## src/rtl/instr_seq_ctrl_pkg.sv

```systemverilog
// +--------------------------------------------------------------------+
// | instr_seq_ctrl_pkg: states, opcodes and ISA field slices            |
// | Revision: 1.0                                                      |
// +--------------------------------------------------------------------+
`default_nettype none

package instr_seq_ctrl_pkg;

  typedef logic [2:0] state_t;

  localparam state_t ST_IDLE   = 3'd0;
  localparam state_t ST_FETCH  = 3'd1;
  localparam state_t ST_DECODE = 3'd2;
  localparam state_t ST_EXEC   = 3'd3;
  localparam state_t ST_WB     = 3'd4;
  localparam state_t ST_HALTED = 3'd5;

  localparam logic [1:0] OP_MOV = 2'b00;
  localparam logic [1:0] OP_ADD = 2'b01;
  localparam logic [1:0] OP_LDI = 2'b10;
  localparam logic [1:0] OP_JMP = 2'b11;

  localparam int OPC_MSB = 7;
  localparam int OPC_LSB = 6;
  localparam int RD_MSB  = 5;
  localparam int RD_LSB  = 3;
  localparam int RS_MSB  = 2;
  localparam int RS_LSB  = 0;
  localparam int IMM_MSB = 5;
  localparam int IMM_LSB = 0;

  function automatic logic is_jump(input logic [7:0] instr);
    return instr[OPC_MSB:OPC_LSB] == OP_JMP;
  endfunction

endpackage

`default_nettype wire

```

## src/rtl/instr_seq_ctrl_pc_next_unit.sv

```systemverilog
// +--------------------------------------------------------------------+
// | pc_next_unit: next PC, either pc+1 or pc+1+imm, modulo 2^PC_W       |
// | Revision: 1.0                                                      |
// +--------------------------------------------------------------------+
`default_nettype none

module pc_next_unit #(
  parameter int PC_W = 8
) (
  input  logic [PC_W-1:0] pc,
  input  logic [5:0]      imm,
  input  logic            jump,
  output logic [PC_W-1:0] next_pc
);

  logic [PC_W-1:0] imm_ext;

  // Zero-extended offset; natural truncation of the sum gives the wrap.
  assign imm_ext = jump ? PC_W'(imm) : '0;
  assign next_pc = pc + PC_W'(1) + imm_ext;

endmodule

`default_nettype wire

```

## src/rtl/instr_seq_ctrl.sv

```systemverilog
// +--------------------------------------------------------------------+
// | instr_seq_ctrl: FETCH/DECODE/EXEC/WB sequencer owning PC and IR     |
// | Revision: 1.0                                                      |
// +--------------------------------------------------------------------+
`default_nettype none

module instr_seq_ctrl
  import instr_seq_ctrl_pkg::*;
#(
  parameter int PC_W  = 8,
  parameter int CNT_W = 16
) (
  input  logic             clk,
  input  logic             reset,
  input  logic             start,
  input  logic             halt_req,
  output logic             imem_req,
  output logic [PC_W-1:0]  imem_addr,
  input  logic             imem_ack,
  input  logic [7:0]       imem_rdata,
  output logic [7:0]       ir,
  output logic [2:0]       rf_raddr_a,
  output logic [2:0]       rf_raddr_b,
  output logic [1:0]       alu_op,
  output logic             rf_we,
  output logic [2:0]       rf_waddr,
  output logic [PC_W-1:0]  pc,
  output logic             running,
  output logic [CNT_W-1:0] retired
);

  state_t          state;
  state_t          boundary_state;
  logic [PC_W-1:0] next_pc;
  logic            ir_jump;

  assign ir_jump = is_jump(ir);

  pc_next_unit #(
    .PC_W (PC_W)
  ) u_pc_next (
    .pc      (pc),
    .imm     (ir[IMM_MSB:IMM_LSB]),
    .jump    (ir_jump),
    .next_pc (next_pc)
  );

  // Only the halt_req level on the edge that retires an instruction matters.
  assign boundary_state = halt_req ? ST_HALTED : ST_FETCH;

  always_ff @(posedge clk or negedge reset) begin
    if (!reset) begin
      state   <= ST_IDLE;
      pc      <= '0;
      ir      <= '0;
      retired <= '0;
    end else begin
      case (state)
        ST_IDLE: begin
          if (start) state <= ST_FETCH;
        end
        ST_FETCH: begin
          if (imem_ack) begin
            ir    <= imem_rdata;
            state <= ST_DECODE;
          end
        end
        ST_DECODE: begin
          state <= ST_EXEC;
        end
        ST_EXEC: begin
          if (ir_jump) begin
            pc      <= next_pc;
            retired <= retired + CNT_W'(1);
            state   <= boundary_state;
          end else begin
            state <= ST_WB;
          end
        end
        ST_WB: begin
          pc      <= next_pc;
          retired <= retired + CNT_W'(1);
          state   <= boundary_state;
        end
        ST_HALTED: begin
          if (start && !halt_req) state <= ST_FETCH;
        end
        default: begin
          state <= ST_IDLE;
        end
      endcase
    end
  end

  assign imem_req   = (state == ST_FETCH);
  assign imem_addr  = pc;
  assign rf_raddr_a = ir[RD_MSB:RD_LSB];
  assign rf_raddr_b = ir[RS_MSB:RS_LSB];
  assign alu_op     = (state == ST_EXEC) ? ir[OPC_MSB:OPC_LSB] : OP_MOV;
  assign rf_we      = (state == ST_WB);
  assign rf_waddr   = ir[RD_MSB:RD_LSB];
  assign running    = (state == ST_FETCH) || (state == ST_DECODE) ||
                      (state == ST_EXEC)  || (state == ST_WB);

endmodule

`default_nettype wire

```

## config.mk

```make
export PLATFORM = sky130hd
export DESIGN_NAME = instr_seq_ctrl
export DESIGN_NICKNAME = d
export VERILOG_FILES = /design/src/rtl/instr_seq_ctrl_pkg.sv /design/src/rtl/instr_seq_ctrl_pc_next_unit.sv /design/src/rtl/instr_seq_ctrl.sv
export SDC_FILE = /design/constraint.sdc
export NUM_CORES = 1
export LEC_CHECK = 0
export CAP_MARGIN = 20
export CORE_MARGIN = 8
export CORE_UTILIZATION = 45
export DETAILED_ROUTE_END_ITERATION = 6
export PLACE_DENSITY = 0.8
export SYNTH_ARGS = -nofsm -noshare
export SYNTH_HDL_FRONTEND = slang
export SYNTH_HIERARCHICAL = 1
export SYNTH_SLANG_ARGS = --single-unit
```

## constraint.sdc

```tcl
create_clock -name clk -period 2.6 [get_ports clk]
set_clock_uncertainty 0.2 [all_clocks]
set_input_delay 0.52 -clock clk [delete_from_list [all_inputs] [get_ports clk]]
set_output_delay 0.52 -clock clk [all_outputs]
set_load 0.005 [all_outputs]
```

==> impl_metrics.csv, run 1 <==
group,metric,value,unit
status,status,"finished, final reports clean",
pwr,power.switching,1.08,mW
synth,synth_area_per_cell,10.9,sq um
cells_and_area,nets,262,
synth,synth_top_area_share,42.7,%
floorplanning,initial_core_util,46.8,%
clock_tree,cts_sinks,35,
clock_tree,clock_latency,0.28,ns
critical_path,required,2.62,ns
synth,synth_flop_cell,"dfrtp_1",
detailed_routing,drt_first_pass_iters,4,
clock_tree,cts_tree,"done",
pwr,power_density,1130,mW/mm^2
detailed_routing,drc,0,
timing,finalSetupViolations,0,
critical_path,criticalPathCategory,"flop to flop",
timing,timing.fmax,405,MHz
floorplanning,io_pins,67,
synth,synthArstFlopShare,100,%
pwr,swShare,35.6,%
detailed_routing,vias,1540,
cells_and_area,drive_above_1_share,12.8,%
clock_tree,numCtsBuffers,5,
clock_tree,clockBufferDepth,2,
synth,ys_seq_elements,35,
grt,grt_pass1_wl,8.04,mm
synth,synth_top_cells_by_count,"dfrtp_1, buf_4, mux2_2, xnor2_1",
grt,grt_pass1_vias,1614,
place,placed_cells,286,
critical_path,critPathLaunchType,"flop",
detailed_routing,wl_per_cell,16.1,um
grt,grt_usage,13.7,%
pwr,internal-power,1.97,mW
timing,slew_violations,0,
critical_path,reg2reg_depth,9,
timing,rsz0062_at_grt,"false",
timing,holdWs,0.275,ns
clock_tree,clk_pin_slew,0.07,ns
detailed_routing,detail-route-antenna-nets,0,
cells_and_area,areaGrowthSynthToFinish,32.1,%
clock_tree,post_cts_buffers,0,
place,place.detailed.hpwl,3.64,mm
floorplanning,fp.dieH,83.5,um
detailed_routing,drt_iter0_drc,64,
critical_path,end_kind,"flop",
timing,maxSlewHeadroom,55.2,%
grt,grt-ovfl-total,0,
hold_path,holdPathStages,1,
synth,yosysWarnings,6,
timing,period_needed,2.47,ns
floorplanning,dieArea,0.00698,sq mm
grt,grt_max_degree,36,
timing,fin_setup_tns,0,ns
place,portBuffers,66,
pwr,power.share.sequential,31.4,%
floorplanning,num_rows,24,
clock_tree,cts_root_buf,"clkbuf_8",
synth,synth_area_leaders,"dfrtp_1, mux2_2, xnor2_1, buf_4, ha_1",
synth,yosysUniqueCellTypes,41,
grt,antenna_found_initial,0,
synth,syn_nets,209,
pwr,power_leakage,1.15,nW
clock_tree,cts_hold_buf,0,
job,cap_violations,0,
synth,yosysSeqAreaShare,42.7,%
timing,worst_pin_slew,0.671,ns
pwr,clockPowerShare,12.1,%
cells_and_area,utilization,61.8,%
critical_path,cp_data_arrival_time,2.49,ns
floorplanning,core,0.00438,sq mm
floorplanning,dieWidth,83.5,um
synth,synth_edf_count,0,
detailed_routing,wl,4.74,mm
cells_and_area,finalNonFillerCells,294,
synth,syn_area,0.00205,sq mm
pwr,ir_worst_vdd,0.528,mV
place,place_congestion,0.818,
timing,period_share,94.9,%
synth,yosysTopAreaCell,"dfrtp_1",
cells_and_area,n_fill_cell,376,
critical_path,critPathMaxFanout,6,
synth,netlist_instances,188,
synth,synth_most_common_cell,"dfrtp_1",
clock_tree,htreeDepth,2,
hold_path,hp-class,"flop to flop",
pwr,power_frac_comb,56.5,%
timing,finalHoldViolCount,0,
detailed_routing,vias_per_cell,5.24,
cells_and_area,antenna_cells,0,
[power groups by stage]
stage	Combinational (mW)	Sequential, mW	Clock (mW)
3_3_place_gp	1.67	0.961	0
5_1_grt	1.89	1.00	0.403
3_5_place_dp	1.73	0.971	0
4_1_cts	1.74	0.965	0.381
2_1_floorplan	1.09	0.920	0
6_report	1.72	0.959	0.368
[path summary, 6_finish.rpt]
kind                                          from                        to  slack (ns)
max reg2reg                      ir[6]$_DFFE_PN0P_  imem_addr[6]$_DFFE_PN0P_        0.13
min in group asynchronous                    reset  imem_addr[1]$_DFFE_PN0P_        0.45
max in group asynchronous                    reset         ir[7]$_DFFE_PN0P_        1.43
max                              ir[6]$_DFFE_PN0P_  imem_addr[6]$_DFFE_PN0P_        0.13
min                        retired[15]$_DFFE_PN0P_   retired[15]$_DFFE_PN0P_        0.27
min reg2reg                retired[15]$_DFFE_PN0P_   retired[15]$_DFFE_PN0P_        0.27
[per-stage QoR]
stage / setup slack (ns) / instance area (sq um) / power (mW)
6_report: 0.133 / 2710 / 3.05
5_1_grt: 0.000702 / 2710 / 3.29
4_1_cts: 0.114 / 2700 / 3.08
2_1_floorplan: 0.207 / 2050 / 2.01
3_3_place_gp: 0.241 / 2620 / 2.63
3_5_place_dp: 0.130 / 2620 / 2.70
[cell usage in the layout (no fill, tap or decap), drive strengths merged, types with 2 or more instances in the layout]
master and count:
nor2b 4, nor2 6, clkbuf 7, mux2 17, o31a 2, nand3b 2, buf 3, nand3 3
nor3 4, nand2b 2, o21a 3, or4 2, o21ai 3, inv 10, nand4 10, and3 4
and2 6, xnor2 17, o2bb2ai 2, a21oi 5, ha 7, clkdlybuf4s50 66, dfrtp 35, nand2 9
[cell type report]
cell class              count  area, sq um  share of cell area [%]
inverters                  10         37.5                    1.39
multi-input cells         120          967                    35.7
well taps                  52         65.1                    2.40
clock inverters             1         5.00                   0.185
repair buffers             69          683                    25.2
flip-flops and latches     35          876                    32.3
clock buffers               7         76.3                    2.82
[timing repair]
action,4_1_cts,5_1_grt
resized for setup,0,2
endpoints found under the hold margin,0,0
endpoints found under the setup margin,0,1
[cells by family (layout without fill, tap and decap cells)]
group           count (synthesis)  count (layout)  synth area share (%)
simple gates                   56              56                  16.5
flops                          35              35                  42.7
buf+inv                        33              87                  10.5
compound gates                 21              21                  8.11
xor+xnor                       18              18                  7.68
mux                            17              17                  9.33
fa+ha+maj                       8               8                  5.24
[routing by layer]
layer | wire length (um) | share of wire (%) | vias to the layer above | GRT usage (%)
met3 | 187 | 3.9 | 7 | 2.64
met4 | 68 | 1.4 | 0 | 5.18
met2 | 2510 | 53 | 42 | 24.5
met1 | 1970 | 42 | 746 | 15.6
met5 | 0 | 0 | - | 0
li1 | - | - | 745 | -
[registers in the layout (all words and copies together), names as in the netlist]
register	count
retired	16
ir	8
imem_addr	8
state	3
[worst max-delay path, stage by stage (launching register included)]
cell	delay, ns
dfrtp_1	0.41
nand2_1	0.10
inv_1	0.10
and2_1	0.15
ha_1	0.33
nor2b_4	0.15
o31a_1	0.27
or4_1	0.41
o311ai_1	0.10
mux2_4	0.19
(Power assumes the default switching activity.)
==> run 2, diff against run 1 <==
Settings changed: ABC_CLOCK_PERIOD_IN_PS from default to 2600.
==> results of run 2 <==
Final layout, timing and power as in run 1 (identical DEF).
==> run 3, diff against run 2 <==
Settings changed: ABC_CLOCK_PERIOD_IN_PS 2600 to 2400.
Clock period 2.6 ns to 2.4 ns, I/O delays scaled along.
==> run 3 against run 2 <==
Global-route usage grew 0.30 points. Sequential power grew 7%. Critical path depth is the same. Via count grew 2.0%. Worst hold slack gained 0.00093 ns. Cell count grew 2.4%. Clock power grew 26%. Routed wire length grew 2.4%. Non-clock buffer count grew 7. Clock-buffer cell count grew 1. Die area is the same. Register-to-register slack lost 0.07 ns.
==> impl_metrics.csv, run 3 (synthesis gave the netlist of run 1 again) <==
group,metric,value,unit
status,status,"finished, final reports clean",
pwr,power_leakage,1.19,nW
timing,setup_ws,0.0610,ns
timing,period_share,97.5,%
cells_and_area,largest_register_ffs,16,
pwr,power_frac_comb,57.6,%
floorplanning,initial_core_util,46.8,%
pwr,power.share.sequential,29.2,%
detailed_routing,wl_met2,2.59,mm
place,place_congestion,0.865,
critical_path,worstReg2RegStart,"ir[7]$_DFFE_PN0P_",
clock_tree,clk_pin_slew,0.07,ns
floorplanning,fp.dieH,83.5,um
place,placed_area,0.00265,sq mm
hold_path,hp-class,"flop to flop",
pwr,ir_worst_vdd,0.705,mV
cells_and_area,fin_area,0.00282,sq mm
place,portBuffers,66,
pwr,swShare,35.0,%
grt,grt_max_degree,36,
critical_path,criticalPathCategory,"flop to flop",
job,cap_violations,0,
pwr,clockPowerShare,13.2,%
cells_and_area,regArea,877,sq um
detailed_routing,drt_first_pass_iters,4,
cells_and_area,final_common_cell,"clkdlybuf4s50_1",
cells_and_area,n_fill_cell,364,
critical_path,reg2reg_depth,9,
floorplanning,num_rows,24,
cells_and_area,max_flop_register,"retired",
floorplanning,dieWidth,83.5,um
timing,fin_setup_tns,0,ns
pwr,power.switching,1.24,mW
place,dp_slack,-0.0596,ns
clock_tree,cts_hold_buf,0,
floorplanning,io_pins,67,
detailed_routing,met1_length,2.03,mm
detailed_routing,wl_per_cell,16.1,um
hold_path,holdPathStages,1,
detailed_routing,vias,1571,
cells_and_area,multi_input_area,0.00101,sq mm
clock_tree,cts_root_buf,"clkbuf_8",
cells_and_area,areaGrowthSynthToFinish,37.6,%
hold_path,hp-start,"retired[15]$_DFFE_PN0P_",
detailed_routing,highest-signal-layer,"met4",
cells_and_area,drive_above_1_share,18.9,%
cells_and_area,antenna_cells,0,
cells_and_area,nets,269,
timing,timing.fmax,428,MHz
clock_tree,clock_latency,0.28,ns
clock_tree,htreeDepth,2,
cells_and_area,final_cell_mix,"clkdlybuf4s50_1, dfrtp_1, xnor2_1",
grt,antenna_found_initial,0,
critical_path,critPathLaunchType,"flop",
clock_tree,clockBufferDepth,2,
detailed_routing,drc,0,
critical_path,critPathLaunch,"ir[7]$_DFFE_PN0P_",
grt,grt_pass1_wl,8.31,mm
critical_path,cp_data_arrival_time,2.36,ns
detailed_routing,wl,4.86,mm
pwr,internal-power,2.29,mW
timing,maxSlewHeadroom,55.5,%
timing,slew_violations,0,
critical_path,end_kind,"flop",
floorplanning,core,0.00438,sq mm
detailed_routing,detail-route-antenna-nets,0,
detailed_routing,vias_per_cell,5.22,
detailed_routing,drt_iter0_drc,63,
critical_path,critPathMaxFanout,6,
detailed_routing,wl_met3,189,um
timing,period_needed,2.34,ns
critical_path,reg2reg_to,"imem_addr[6]$_DFFE_PN0P_",
timing,finalHoldViolCount,0,
clock_tree,numCtsBuffers,5,
grt,grt-ovfl-total,0,
timing,worst_pin_slew,0.667,ns
critical_path,required,2.42,ns
grt,grt_usage,14.0,%
grt,grt_pass1_vias,1653,
hold_path,min_to,"retired[15]$_DFFE_PN0P_",
critical_path,reg2reg_setup_slack,0.06,ns
pwr,power_density,1250,mW/mm^2
floorplanning,dieArea,0.00698,sq mm
place,place.detailed.hpwl,3.60,mm
timing,finalSetupViolations,0,
clock_tree,cts_sinks,35,
clock_tree,cts_tree,"done",
## run 3: worst max-delay path by stage
stage	slack (ns)	to
after floorplan	0.007	imem_addr[6]$_DFFE_PN0P_
after global placement	0.07	imem_addr[6]$_DFFE_PN0P_
after detailed placement	-0.06	imem_addr[6]$_DFFE_PN0P_
after CTS	0.002	imem_addr[6]$_DFFE_PN0P_
after global routing	-0.07	imem_addr[6]$_DFFE_PN0P_
final	0.06	imem_addr[6]$_DFFE_PN0P_
## run 3: worst max-delay path: stages, from the launching register on
cell and delay [ns]:
dfrtp_1 0.38, nand2_2 0.07, inv_2 0.11, and2_1 0.18, ha_4 0.21, nor2b_4 0.12, o31a_1 0.30, or4_1 0.40
o311ai_1 0.11, mux2_4 0.20
## run 3: layout make-up
cell class | count | area share, %
Multi-Input combinational cell | 120 | 35.7
Inverter | 10 | 1.33
Sequential cell | 35 | 31.1
Clock buffer | 8 | 3.55
Tap cell | 52 | 2.30
Timing Repair Buffer | 76 | 26.1
## run 3: what timing repair did
item | CTS | global route
endpoints found under the setup margin | 1 | 8
buffers inserted | 0 | 3
pin swaps | 0 | 2
gates resized for setup | 1 | 10
## run 3: per-layer routing
metal / global-route usage (%) / up-vias
met4: 4.24 / 0
met3: 2.73 / 4
met5: 0 / -
met1: 15.6 / 775
met2: 25.9 / 30
li1: - / 762
## run 3: through the flow
stage	std cells	hold WS [ns]	total power [mW]	utilization (%)
global route	301	0.311	3.82	64.4
finish	301	0.276	3.53	64.4
detailed placement	290	0.264	2.98	60.5
floorplan	188	-0.0156	2.18	-
CTS	298	0.278	3.46	62.8
global placement	290	0.261	2.91	60.5
## run 3: power groups by stage
| stage | sequential [mW] | combinational (mW) | clock, mW |
|---|---|---|---|
| floorplan | 0.996 | 1.18 | 0 |
| global placement | 1.02 | 1.89 | 0 |
| detailed placement | 1.03 | 1.94 | 0 |
| CTS | 1.02 | 1.96 | 0.478 |
| global route | 1.07 | 2.24 | 0.505 |
| finish | 1.03 | 2.03 | 0.464 |
